==> src/rtl/mem_arb_pkg.sv <==
// Shared types and widths for the instruction/data memory arbiter.
package mem_arb_pkg;

  localparam int ADDR_W = 32;
  localparam int DATA_W = 32;
  localparam int SEL_W  = 4;

  typedef enum logic [1:0] {
    IDLE   = 2'd0,
    GNT_IF = 2'd1,
    GNT_DM = 2'd2
  } arb_state_e;

endpackage

==> src/rtl/mem_arb.sv <==
// Two-requester (fetch / data) arbiter onto one shared memory port,
// with alternating priority and a per-grant bus timeout.
module mem_arb
  import mem_arb_pkg::*;
#(
  parameter int unsigned TIMEOUT_CYCLES = 255
) (
  input  logic              clk,
  input  logic              rst,
  input  logic              if_req_i,
  input  logic [ADDR_W-1:0] if_addr_i,
  output logic [DATA_W-1:0] if_rdata_o,
  output logic              if_ack_o,
  input  logic              dm_req_i,
  input  logic              dm_we_i,
  input  logic [SEL_W-1:0]  dm_sel_i,
  input  logic [ADDR_W-1:0] dm_addr_i,
  input  logic [DATA_W-1:0] dm_wdata_i,
  output logic [DATA_W-1:0] dm_rdata_o,
  output logic              dm_ack_o,
  output logic              bus_req_o,
  output logic              bus_we_o,
  output logic [SEL_W-1:0]  bus_sel_o,
  output logic [ADDR_W-1:0] bus_addr_o,
  output logic [DATA_W-1:0] bus_wdata_o,
  input  logic [DATA_W-1:0] bus_rdata_i,
  input  logic              bus_ack_i,
  output logic              stallreq_o,
  output logic              err_o
);

  // The last permitted wait-count value; reaching it without ack ends the grant.
  localparam logic [7:0] TMO_LAST = 8'(TIMEOUT_CYCLES - 1);

  arb_state_e        state_r, state_s;
  logic              last_dm_r, last_dm_s;
  logic [7:0]        cnt_r, cnt_s;
  logic              if_req_eff_s, dm_req_eff_s;
  logic              grant_if_s, grant_dm_s, done_s, tmo_s;

  logic              we_r;
  logic [SEL_W-1:0]  sel_r;
  logic [ADDR_W-1:0] addr_r;
  logic [DATA_W-1:0] wdata_r;
  logic [DATA_W-1:0] if_rdata_r, dm_rdata_r;
  logic              if_ack_r, dm_ack_r, err_r;

  // A requester in its ack cycle is still holding req; mask it so it is not regranted.
  assign if_req_eff_s = if_req_i & ~if_ack_r;
  assign dm_req_eff_s = dm_req_i & ~dm_ack_r;

  // State, priority flag and wait counter registers.
  always_ff @(posedge clk or negedge rst) begin
    if (!rst) begin
      state_r   <= IDLE;
      last_dm_r <= 1'b0;
      cnt_r     <= 8'd0;
    end else begin
      state_r   <= state_s;
      last_dm_r <= last_dm_s;
      cnt_r     <= cnt_s;
    end
  end

  // Next-state, arbitration and timeout decisions.
  always_comb begin
    state_s    = state_r;
    last_dm_s  = last_dm_r;
    cnt_s      = cnt_r;
    grant_if_s = 1'b0;
    grant_dm_s = 1'b0;
    done_s     = 1'b0;
    tmo_s      = 1'b0;
    case (state_r)
      IDLE: begin
        if (dm_req_eff_s && (!if_req_eff_s || !last_dm_r)) begin
          grant_dm_s = 1'b1;
          state_s    = GNT_DM;
          last_dm_s  = 1'b1;
          cnt_s      = 8'd0;
        end else if (if_req_eff_s) begin
          grant_if_s = 1'b1;
          state_s    = GNT_IF;
          last_dm_s  = 1'b0;
          cnt_s      = 8'd0;
        end else begin
          state_s    = IDLE;
        end
      end
      GNT_IF, GNT_DM: begin
        if (bus_ack_i) begin
          done_s  = 1'b1;
          state_s = IDLE;
        end else if (cnt_r == TMO_LAST) begin
          tmo_s   = 1'b1;
          state_s = IDLE;
        end else begin
          cnt_s   = cnt_r + 8'd1;
        end
      end
      default: begin
        state_s = IDLE;
      end
    endcase
  end

  // Request latch, read-data capture and completion pulses.
  always_ff @(posedge clk or negedge rst) begin
    if (!rst) begin
      we_r       <= 1'b0;
      sel_r      <= 4'h0;
      addr_r     <= 32'h0;
      wdata_r    <= 32'h0;
      if_rdata_r <= 32'h0;
      dm_rdata_r <= 32'h0;
      if_ack_r   <= 1'b0;
      dm_ack_r   <= 1'b0;
      err_r      <= 1'b0;
    end else begin
      if (grant_if_s) begin
        we_r    <= 1'b0;
        sel_r   <= 4'hF;
        addr_r  <= if_addr_i;
        wdata_r <= 32'h0;
      end else if (grant_dm_s) begin
        we_r    <= dm_we_i;
        sel_r   <= dm_sel_i;
        addr_r  <= dm_addr_i;
        wdata_r <= dm_wdata_i;
      end
      if (state_r == GNT_IF && done_s) begin
        if_rdata_r <= bus_rdata_i;
      end else if (state_r == GNT_IF && tmo_s) begin
        if_rdata_r <= 32'h0;
      end
      // Write completions keep the previous read value visible.
      if (state_r == GNT_DM && done_s && !we_r) begin
        dm_rdata_r <= bus_rdata_i;
      end else if (state_r == GNT_DM && tmo_s) begin
        dm_rdata_r <= 32'h0;
      end
      if_ack_r <= (done_s | tmo_s) & (state_r == GNT_IF);
      dm_ack_r <= (done_s | tmo_s) & (state_r == GNT_DM);
      err_r    <= tmo_s;
    end
  end

  assign bus_req_o   = (state_r == GNT_IF) || (state_r == GNT_DM);
  assign bus_we_o    = we_r;
  assign bus_sel_o   = sel_r;
  assign bus_addr_o  = addr_r;
  assign bus_wdata_o = wdata_r;
  assign if_rdata_o  = if_rdata_r;
  assign dm_rdata_o  = dm_rdata_r;
  assign if_ack_o    = if_ack_r;
  assign dm_ack_o    = dm_ack_r;
  assign err_o       = err_r;
  assign stallreq_o  = (if_req_i & ~if_ack_r) | (dm_req_i & ~dm_ack_r);

endmodule

==> config.mk <==
export PLATFORM = sky130hd
export DESIGN_NAME = mem_arb
export DESIGN_NICKNAME = d
export VERILOG_FILES = /design/src/rtl/mem_arb_pkg.sv /design/src/rtl/mem_arb.sv
export SDC_FILE = /design/constraint.sdc
export NUM_CORES = 1
export LEC_CHECK = 0
export ABC_AREA = 1
export BUFFER_PORTS_ARGS = -buffer_cell sky130_fd_sc_hd__buf_2
export CELL_PAD_IN_SITES_DETAIL_PLACEMENT = 1
export CELL_PAD_IN_SITES_GLOBAL_PLACEMENT = 2
export CORE_AREA = 3 3 168 170
export CTS_CLUSTER_DIAMETER = 40
export DETAILED_ROUTE_END_ITERATION = 10
export DIE_AREA = 0 0 171 173
export HOLD_SLACK_MARGIN = 0.12
export PLACE_DENSITY_LB_ADDON = 0.12
export RECOVER_POWER = 50
export SETUP_SLACK_MARGIN = 0.2
export SYNTH_ARGS = -nofsm -noshare
export SYNTH_HDL_FRONTEND = slang
export SYNTH_SLANG_ARGS = --single-unit
export TNS_END_PERCENT = 5
==> constraint.sdc <==
create_clock -name clk -period 1.5 [get_ports clk]
set_input_delay 0.15 -clock clk [delete_from_list [all_inputs] [get_ports clk]]
set_output_delay 0.15 -clock clk [all_outputs]
set_load 0.01 [all_outputs]
; Word level (Yosys, flattened, before mapping)
; Cells that the tools add are included.
; Widths: inputs -> output; s select.
[word_totals]
ff_bits = 147
in_bits = 138
out_inout_bits = 138
wordCells = 82
[classes]
addsub = 1
n_eq_ne = 7
muxes = 34
bitwise_logic = 8
reduce_logical = 20
[op_table]
columns = operator, n
row1 = $mux 32, 8
row2 = $mux 8, 4
row3 = $pmux 8 s2, 1
row4 = $mux 1, 15
row5 = $reduce_bool 2->1, 5
row6 = $add 8x1->8 const B, 1
row7 = $eq 8x8->1 const B, 1
row8 = $mux 4, 2
row9 = $logic_and 1x1->1, 6
row10 = $mux 2, 3
row11 = $ne 3x3->1 const B, 2
row12 = $and 1x1->1, 4
row13 = $ne 2x2->1 const B, 2
row14 = $pmux 2 s2, 1
row15 = $reduce_and 4->1, 1
row16 = $logic_not 1->1, 3
row17 = $eq 2x1->1 const B, 1
row18 = $eq 2x2->1 const B, 1
row19 = $logic_not 2->1, 1
row20 = $logic_or 1x1->1, 2
row21 = $not 1->1, 2
row22 = $or 1x1->1, 2
row23 = $reduce_and 2->1, 1
row24 = $reduce_or 2->1, 1

; Logic depth before layout (Yosys ltp)
; Gate-level depths: netlist (run 1).
[logic_depth]
ltp_word = 9
depth_mapped = 10
depth_no_buf = 10

; Worst setup path before layout (run 1)
; OpenSTA, ideal clock, no wires.
[synth_path]
path_type = register to register
startpoint = register state_r[0]
endpoint = register dm_rdata_r[10] (netlist: dm_rdata_o[10])
setup_ps = 117
arrival_ps = 1493
required_time_ps = 1383
setup_slack_ps = -109
path_stages_with_launch = 9
path_buffers = 1
synth_period_minus_slack_ps = 1609
cell_sequence = dfrtp_1 -> inv_1 -> ha_1 -> nand2_1 -> nor3_4 -> inv_2 -> buf_4 -> nand3_2 -> nand2_1
[synth_via]
elab_chain_cells = 6
elab_cells_between_ends = 10
classes_between = eq/ne: 2 / mux: 3 / reduce/logical: 5
[synth_rtl]
columns = element, line_no
row1 = from (decl), mem_arb.sv:35  ; arb_state_e state_r, state_s;
row2 = from (signal assigned), mem_arb.sv:59  ; state_r <= state_s;
row3 = $eq 2x1->1 / $eq 2x2->1 (equally long branches), "mem_arb.sv:74, mem_arb.sv:137, mem_arb.sv:139"
row4 = $reduce_or 2->1, mem_arb.sv:74  ; case (state_r)
row5 = $mux 1, mem_arb.sv:74
row6 = $logic_and 1x1->1 (2 in series), mem_arb.sv:137  ; if (state_r == GNT_DM && done_s && !we_r) begin
row7 = $mux 32 / $reduce_bool 2->1 (equally long branches), n/a
row8 = to (signal assigned), mem_arb.sv:138  ; dm_rdata_r <= bus_rdata_i;
row9 = to (decl), mem_arb.sv:45  ; logic [DATA_W-1:0] if_rdata_r, dm_rdata_r;
; Parallel ways exist; a longest one is shown, timed or not.
; A chain may end at the register's enable or synchronous reset.

; Final worst setup path (run 1)
[layout_path]
startpoint = register cnt_r[0]
endpoint = register if_rdata_r[1] (netlist: if_rdata_o[1])
[layout_via]
elab_chain_cells = 6
[layout_rtl]
columns = element, line_no
row1 = from (decl), mem_arb.sv:37  ; logic [7:0] cnt_r, cnt_s;
row2 = from (signal assigned), mem_arb.sv:61  ; cnt_r <= cnt_s;
row3 = $eq 8x8->1, mem_arb.sv:94  ; end else if (cnt_r == TMO_LAST) begin
row4 = $mux 1, mem_arb.sv:94
row5 = $mux 1, mem_arb.sv:91  ; if (bus_ack_i) begin
row6 = $mux 1, mem_arb.sv:74
row7 = $logic_and 1x1->1, mem_arb.sv:133  ; end else if (state_r == GNT_IF && tmo_s) begin
row8 = $reduce_bool 2->1 (no line), n/a
row9 = to (signal assigned), mem_arb.sv:132  ; if_rdata_r <= bus_rdata_i;
row10 = to (decl), mem_arb.sv:45
; No other way between the ends.

==> flow_metrics.py, run 1 <==
metrics = {
    "status": {
        "status": "finished with violations",
        "violations": "setup timing",
    },
    "critical_path": {
        "cp_slowest_stage_delay_ns": 0.38,
        "worstSetupEndpointType": "flop",
        "crit_family": "simple AND/OR/NAND/NOR gates",
        "path_cells": "inv_1 -> ha_2 -> nand2_2 -> nor2_4 -> nand3_2 -> buf_6 -> nand2_4 -> nand2_8 -> clkbuf_16 -> nand2_2 -> nand2_1",
        "path_depth": 11,
        "r2r.worst_path.cells": 11,
        "worst_path_most_repeated_cell": "nand2_2",
        "startpoint_type": "flop",
        "critPathBufInv": 3,
        "rrSetupSlack_ns": -0.09,
        "cp-startpoint": "cnt_r[0]",
        "crit_fanout": 8,
        "worstSetupPathType": "flop to flop",
        "cp.required_ns": 1.79,
        "worstReg2RegEnd": "if_rdata_o[1]",
        "r2r-start": "cnt_r[0]",
        "crit_arrival_ns": 1.88,
        "endpoint": "if_rdata_o[1]",
        "slowest_stage": "dfrtp_1",
    },
    "placed_design": {
        "pre_cts_ws_ns": -0.2027,
        "port_buffers": 275,
        "dp_hpwl_um": 17240,
        "gp_congestion": 0.7421,
    },
    "logic_synthesis": {
        "ys_seq_area_share_pct": 57.13,
        "synth.area.top_cells": "dfrtp_1, nand2_1, nand3_1, nand3_2, nor2_1",
        "synth_cell_types": 26,
        "synth_area_um2": 6439,
        "syn_area_per_cell_um2": 8.930,
        "ys_ff_latch": 147,
        "synth_area_leader_cell": "dfrtp_1",
        "synth_warnings": 0,
        "syn_nets": 864,
        "synth_cells": 721,
        "yosysTopAreaCellShare_pct": 57.13,
    },
    "layout": {
        "layout-drive-gt1-share_pct": 40.29,
        "area_growth_pct": 69.51,
        "layout.nets": 1305,
        "layout_common_cells": "buf_2, nand2_1, dfrtp_1, dlygate4sd3_1, nand3_1",
        "final_common_cell": "buf_2",
        "final_util_pct": 40.61,
        "num_antenna_cells": 0,
    },
    "sta": {
        "relSlewSlack_pct": 35.30,
        "holdWs_ns": 0.2222,
        "finalMaxSlewViolations": 0,
        "worst_pin_slew_ns": 0.9705,
        "rsz0062_at_grt": "true",
        "period_share_pct": 106.0,
        "finalSetupViolations": 83,
        "fin_tns_setup_ns": -3.409,
        "post-route-min-period_ns": 1.590,
        "max_freq_ghz": 0.6291,
        "finClkSkew_ns": 0.01152,
        "hold_violations": 0,
        "setup_ws_ns": -0.08954,
    },
    "floorplanning": {
        "coreArea_um2": 26880,
        "fp.dieW_um": 171,
        "io_pins": 276,
        "core.rowCount": 60,
        "fp.dieH_um": 173,
        "start_util_pct": 23.96,
        "die_area_um2": 29580,
    },
    "clocking": {
        "clock-sinks": 147,
        "h-tree-depth": 4,
        "insertion_delay_ns": 0.42,
        "path_clk_slew_ns": 0.07,
        "cts_buffers": 17,
        "cts_root_buffer": "clkbuf_16",
        "cts_tree": "yes",
        "cts_buffer_depth": 2,
    },
    "routing": {
        "drt_iter0_markers": 284,
        "finalWirelength_um": 25970,
        "post_drt_wl_per_cell_um": 17.14,
        "vias": 6610,
        "viasPerCell": 4.363,
        "ant_nets": 0,
        "drc": 0,
        "first_pass_iters": 4,
    },
    "grt": {
        "grt_pass1_vias": 7321,
        "grt_max_degree": 43,
        "grt_usage_pct": 17.25,
        "antenna_found_initial": 1,
        "grt_pass1_wl_um": 40430,
        "grt-ovfl-total": 0,
    },
    "power": {
        "combPwrFrac_pct": 46.1,
        "clock_power_share_pct": 20.6,
        "seqPwrFrac_pct": 33.2,
        "p_int_uw": 12330,
        "power.share.switching_pct": 40.76,
        "powerDensity_nw_per_um2": 1908,
        "ir_drop_mv": 0.7073,
        "power.switching_uw": 8488,
        "power_leakage_uw": 0.005545,
    },
    "run": {
        "drv_cap": 0,
    },
    "worst_hold_path": {
        "hold_start": "if_req_i",
        "hp-class": "input pin to flop",
    },
}
==> final cells by class <==
cell class / instances / area, um^2
repair buffers: 468 / 3412
fillers: 3146 / 15960
multi-input cells: 504 / 2729
well taps: 341 / 426.7
clock buffers: 17 / 425.4
inverters: 24 / 90.09
flip-flops and latches: 147 / 3679
clock inverters: 14 / 152.6
==> how the worst min path moves through the flow <==
stage / to / slack [ns] / depth (start not counted)
2_1_floorplan: bus_addr_o[0] / -0.15 / 0
3_3_place_gp: dm_rdata_o[8] / 0.09 / 1
3_5_place_dp: dm_rdata_o[9] / 0.09 / 1
4_1_cts: dm_rdata_o[9] / 0.20 / 2
5_1_grt: last_dm_r / 0.30 / 4
6_report: last_dm_r / 0.22 / 4
==> Yosys cell counts <==
master / count
nand2_1: 223
xor2_1: 1
o21ai_1: 2
nor2_2: 1
nor3b_1: 1
buf_1: 3
a21oi_1: 35
nor2_4: 3
nand3_1: 105
inv_1: 17
nor3_4: 1
buf_2: 18
a22o_1: 11
buf_6: 3
ha_1: 5
nand2_2: 6
o21bai_1: 2
dfrtp_1: 147
nand3_4: 1
inv_2: 7
or2_2: 1
buf_4: 6
o21ai_0: 36
clkbuf_1: 16
nor2_1: 49
nand3_2: 21
==> power by group through the flow <==
| stage | Clock (uW) | Combinational, uW | Sequential (uW) |
|---|---|---|---|
| after detailed placement | 0 | 8850 | 6920 |
| final | 4300 | 9600 | 6920 |
| after global placement | 0 | 8750 | 6920 |
| after floorplan | 0 | 3790 | 7700 |
| after global routing | 4640 | 10700 | 7180 |
| after CTS | 4460 | 9310 | 6890 |
==> kinds of logic after synthesis <==
kind of cell	after synthesis	share of synthesized area, %
compound gates	86	7.404
xor+xnor	1	0.1361
buf+inv	70	5.130
simple gates	412	29.23
flops	147	57.13
fa+ha+maj	5	0.9716
==> layer usage <==
metal | up-vias | share of wire, % | GRT usage (%)
met2 | 165 | 48 | 29.28
met1 | 3186 | 45 | 22.06
met3 | 21 | 5.3 | 4.275
li1 | 3236 | - | -
met4 | 2 | 1.3 | 4.125
met5 | - | 0.050 | 0
==> state kept, by name, summed over array words and instances (netlist names) <==
register / count
cnt_r: 8
dm_ack_o: 1
bus_sel_o: 4
bus_addr_o: 32
if_rdata_o: 32
if_ack_o: 1
dm_rdata_o: 32
last_dm_r: 1
bus_we_o: 1
err_o: 1
state_r: 2
bus_wdata_o: 32
==> repair_timing <==
| item | in CTS | in global routing |
|---|---|---|
| hold buffers | 135 | 0 |
| pin swaps | 26 | 13 |
| resized for setup | 33 | 66 |
| buffers inserted | 1 | 2 |
| cloned | 0 | 4 |
| hold endpoints to repair | 281 | 0 |
| setup endpoints to repair | 147 | 148 |
==> worst reg2reg max path, delay by kind of cell, from the launching register on <==
| kind | cells | cell delay (ns) |
|---|---|---|
| fa+ha+maj | 1 | 0.16 |
| buf+inv | 3 | 0.40 |
| flops | 1 | 0.38 |
| simple gates | 7 | 0.54 |
==> stage by stage <==
step,area (um^2),std cells,power (uW)
floorplan,6523,721,11490
global placement,8651,1342,15670
detailed placement,8651,1342,15770
CTS,10640,1509,20670
global route,10910,1515,22500
finish,10910,1515,20820
No activity file was read; power rests on OpenSTA's default activity.
==> run 2: changes to the inputs <==
--- a/config.mk
+++ b/config.mk
@@ -21,3 +21,3 @@
 export SYNTH_HDL_FRONTEND = slang
 export SYNTH_SLANG_ARGS = --single-unit
-export TNS_END_PERCENT = 5
+export TNS_END_PERCENT = 50
==> constraint.sdc (replaced) <==
create_clock -name clk -period 1.5 [get_ports clk]
set_input_delay 0.375 -clock clk [delete_from_list [all_inputs] [get_ports clk]]
set_output_delay 0.375 -clock clk [all_outputs]
set_load 0.01 [all_outputs]
==> flow_metrics.py, run 2 (synthesis gave the netlist of run 1 again) <==
metrics = {
    "critical_path": {
        "crit_fanout": 2,
        "slowest_stage": "dfrtp_1",
        "r2r.worst_path.cells": 10,
        "worst_path_most_repeated_cell": "buf_6",
        "crit_arrival_ns": 1.34,
        "worstSetupEndpointType": "output port",
        "path_cells": "inv_2 -> ha_4 -> buf_6 -> buf_6",
        "cp_slowest_stage_delay_ns": 0.39,
        "rrSetupSlack_ns": -0.16,
        "worstSetupPathType": "flop to output port",
        "cp.required_ns": 1.12,
        "startpoint_type": "flop",
        "r2r-start": "state_r[1]",
        "worstReg2RegEnd": "dm_rdata_o[29]",
    },
    "floorplanning": {
        "coreArea_um2": 26880,
        "start_util_pct": 23.96,
        "fp.dieW_um": 171,
        "fp.dieH_um": 173,
        "die_area_um2": 29580,
        "io_pins": 276,
        "core.rowCount": 60,
    },
    "sta": {
        "rsz0062_at_grt": "true",
        "period_share_pct": 114.1,
        "relSlewSlack_pct": 25.61,
        "max_freq_ghz": 0.5844,
        "worst_pin_slew_ns": 1.116,
        "post-route-min-period_ns": 1.711,
        "fin_tns_setup_ns": -13.01,
        "finalMaxSlewViolations": 0,
        "setup_ws_ns": -0.2112,
        "finClkSkew_ns": 0.01225,
        "hold_violations": 0,
        "finalSetupViolations": 145,
    },
    "placed_design": {
        "gp_congestion": 0.7526,
        "pre_cts_ws_ns": -0.04386,
        "dp_hpwl_um": 17820,
        "port_buffers": 275,
    },
    "status": {
        "violations": "setup timing",
        "status": "finished with violations",
    },
    "clocking": {
        "clock-sinks": 147,
        "cts_buffer_depth": 2,
        "cts_buffers": 17,
        "insertion_delay_ns": 0.43,
        "path_clk_slew_ns": 0.07,
        "h-tree-depth": 4,
        "cts_root_buffer": "clkbuf_16",
        "cts_tree": "yes",
    },
    "routing": {
        "drc": 0,
        "viasPerCell": 4.623,
        "vias": 6657,
        "drt_iter0_markers": 291,
        "first_pass_iters": 4,
        "post_drt_wl_per_cell_um": 20.07,
        "ant_nets": 0,
        "finalWirelength_um": 28900,
    },
    "grt": {
        "antenna_found_initial": 4,
        "use_met3_pct": 5.167,
        "grt-ovfl-total": 0,
        "grt_max_degree": 41,
        "grt_pass1_vias": 7024,
        "met1_usage_pct": 23.53,
        "grt_busiest_layer": "met2",
        "use_met2_pct": 29.66,
        "grt_usage_pct": 18.17,
        "grt_pass1_wl_um": 41730,
    },
    "layout": {
        "layout_common_cells": "buf_2, dfrtp_1, nand2_1, nand3_2, nand3_1",
        "final_util_pct": 43.91,
        "final_common_cell": "buf_2",
        "layout.nets": 1227,
        "layout-drive-gt1-share_pct": 59.34,
        "area_growth_pct": 83.27,
    },
    "worst_hold_path": {
        "hold_start": "dm_wdata_i[4]",
        "whs_path_depth": 2,
        "hp-class": "input pin to flop",
        "holdPathEnd": "bus_wdata_o[4]",
    },
    "power": {
        "powerDensity_nw_per_um2": 2212,
        "power_leakage_uw": 0.005810,
        "ir_drop_mv": 0.7139,
    },
    "run": {
        "drv_cap": 0,
    },
}
## run 2: layout make-up
cell class / count / area [um^2]
antenna: 2 / 5.005
clock buffer: 18 / 429.2
clock inverter: 14 / 165.2
fill: 3024 / 15080
inverter: 24 / 118.9
multi-input combinational: 505 / 3462
sequential: 147 / 3680
tap: 341 / 426.7
timing repair buffer: 389 / 3513
## run 2: how the worst max path moves through the flow
stage	start	slack (ns)	end	cells past startpoint
after floorplan	state_r[0]	0.04	dm_rdata_o[10]	8
after global placement	state_r[1]	0.007	dm_rdata_o[31]	8
after detailed placement	state_r[1]	-0.04	dm_rdata_o[31]	8
after CTS	state_r[0]	-0.23	bus_req_o	4
after global routing	state_r[1]	-0.26	bus_req_o	4
final	state_r[1]	-0.21	bus_req_o	4
## run 2: report_power, final
group	switching [uW]	internal (uW)	total (uW)
Combinational	7170	7260	14400
Sequential	1380	5820	7190
Clock	1960	2510	4480
Total	10500	15600	26100
## run 2: repair_timing
item                                    in CTS  in global routing
resized for setup                          164                224
hold endpoints to repair                    26                  0
gates cloned                                15                 17
pin swaps                                   56                 87
endpoints found under the setup margin     284                285
buffers inserted                            27                 11
hold buffers                                 1                  0
## run 2: per-layer routing
layer  wire, um  vias up  share of wire, %
li1           -     3108                 -
met5          7        -             0.024
met1      12400     3314                43
met3       1860       37               6.4
met2      14110      196                49
met4        522        2               1.8
## run 2: stage by stage
step / total power [uW] / area, um^2 / hold WS [ns] / cells
floorplan: 11520 / 6531 / 0.07941 / 721
CTS: 23460 / 10460 / 0.1374 / 1410
global route: 27780 / 11800 / 0.1461 / 1440
global placement: 15890 / 8626 / 0.3120 / 1335
detailed placement: 15970 / 8626 / 0.3181 / 1335
finish: 26100 / 11800 / 0.1597 / 1440
## run 2: worst max-delay path: cells and delay by family, from the launching register on
kind                       cells  cell delay (ns)
buffers and inverters          3             0.30
adders and majority gates      1             0.21
DFF                            1             0.39
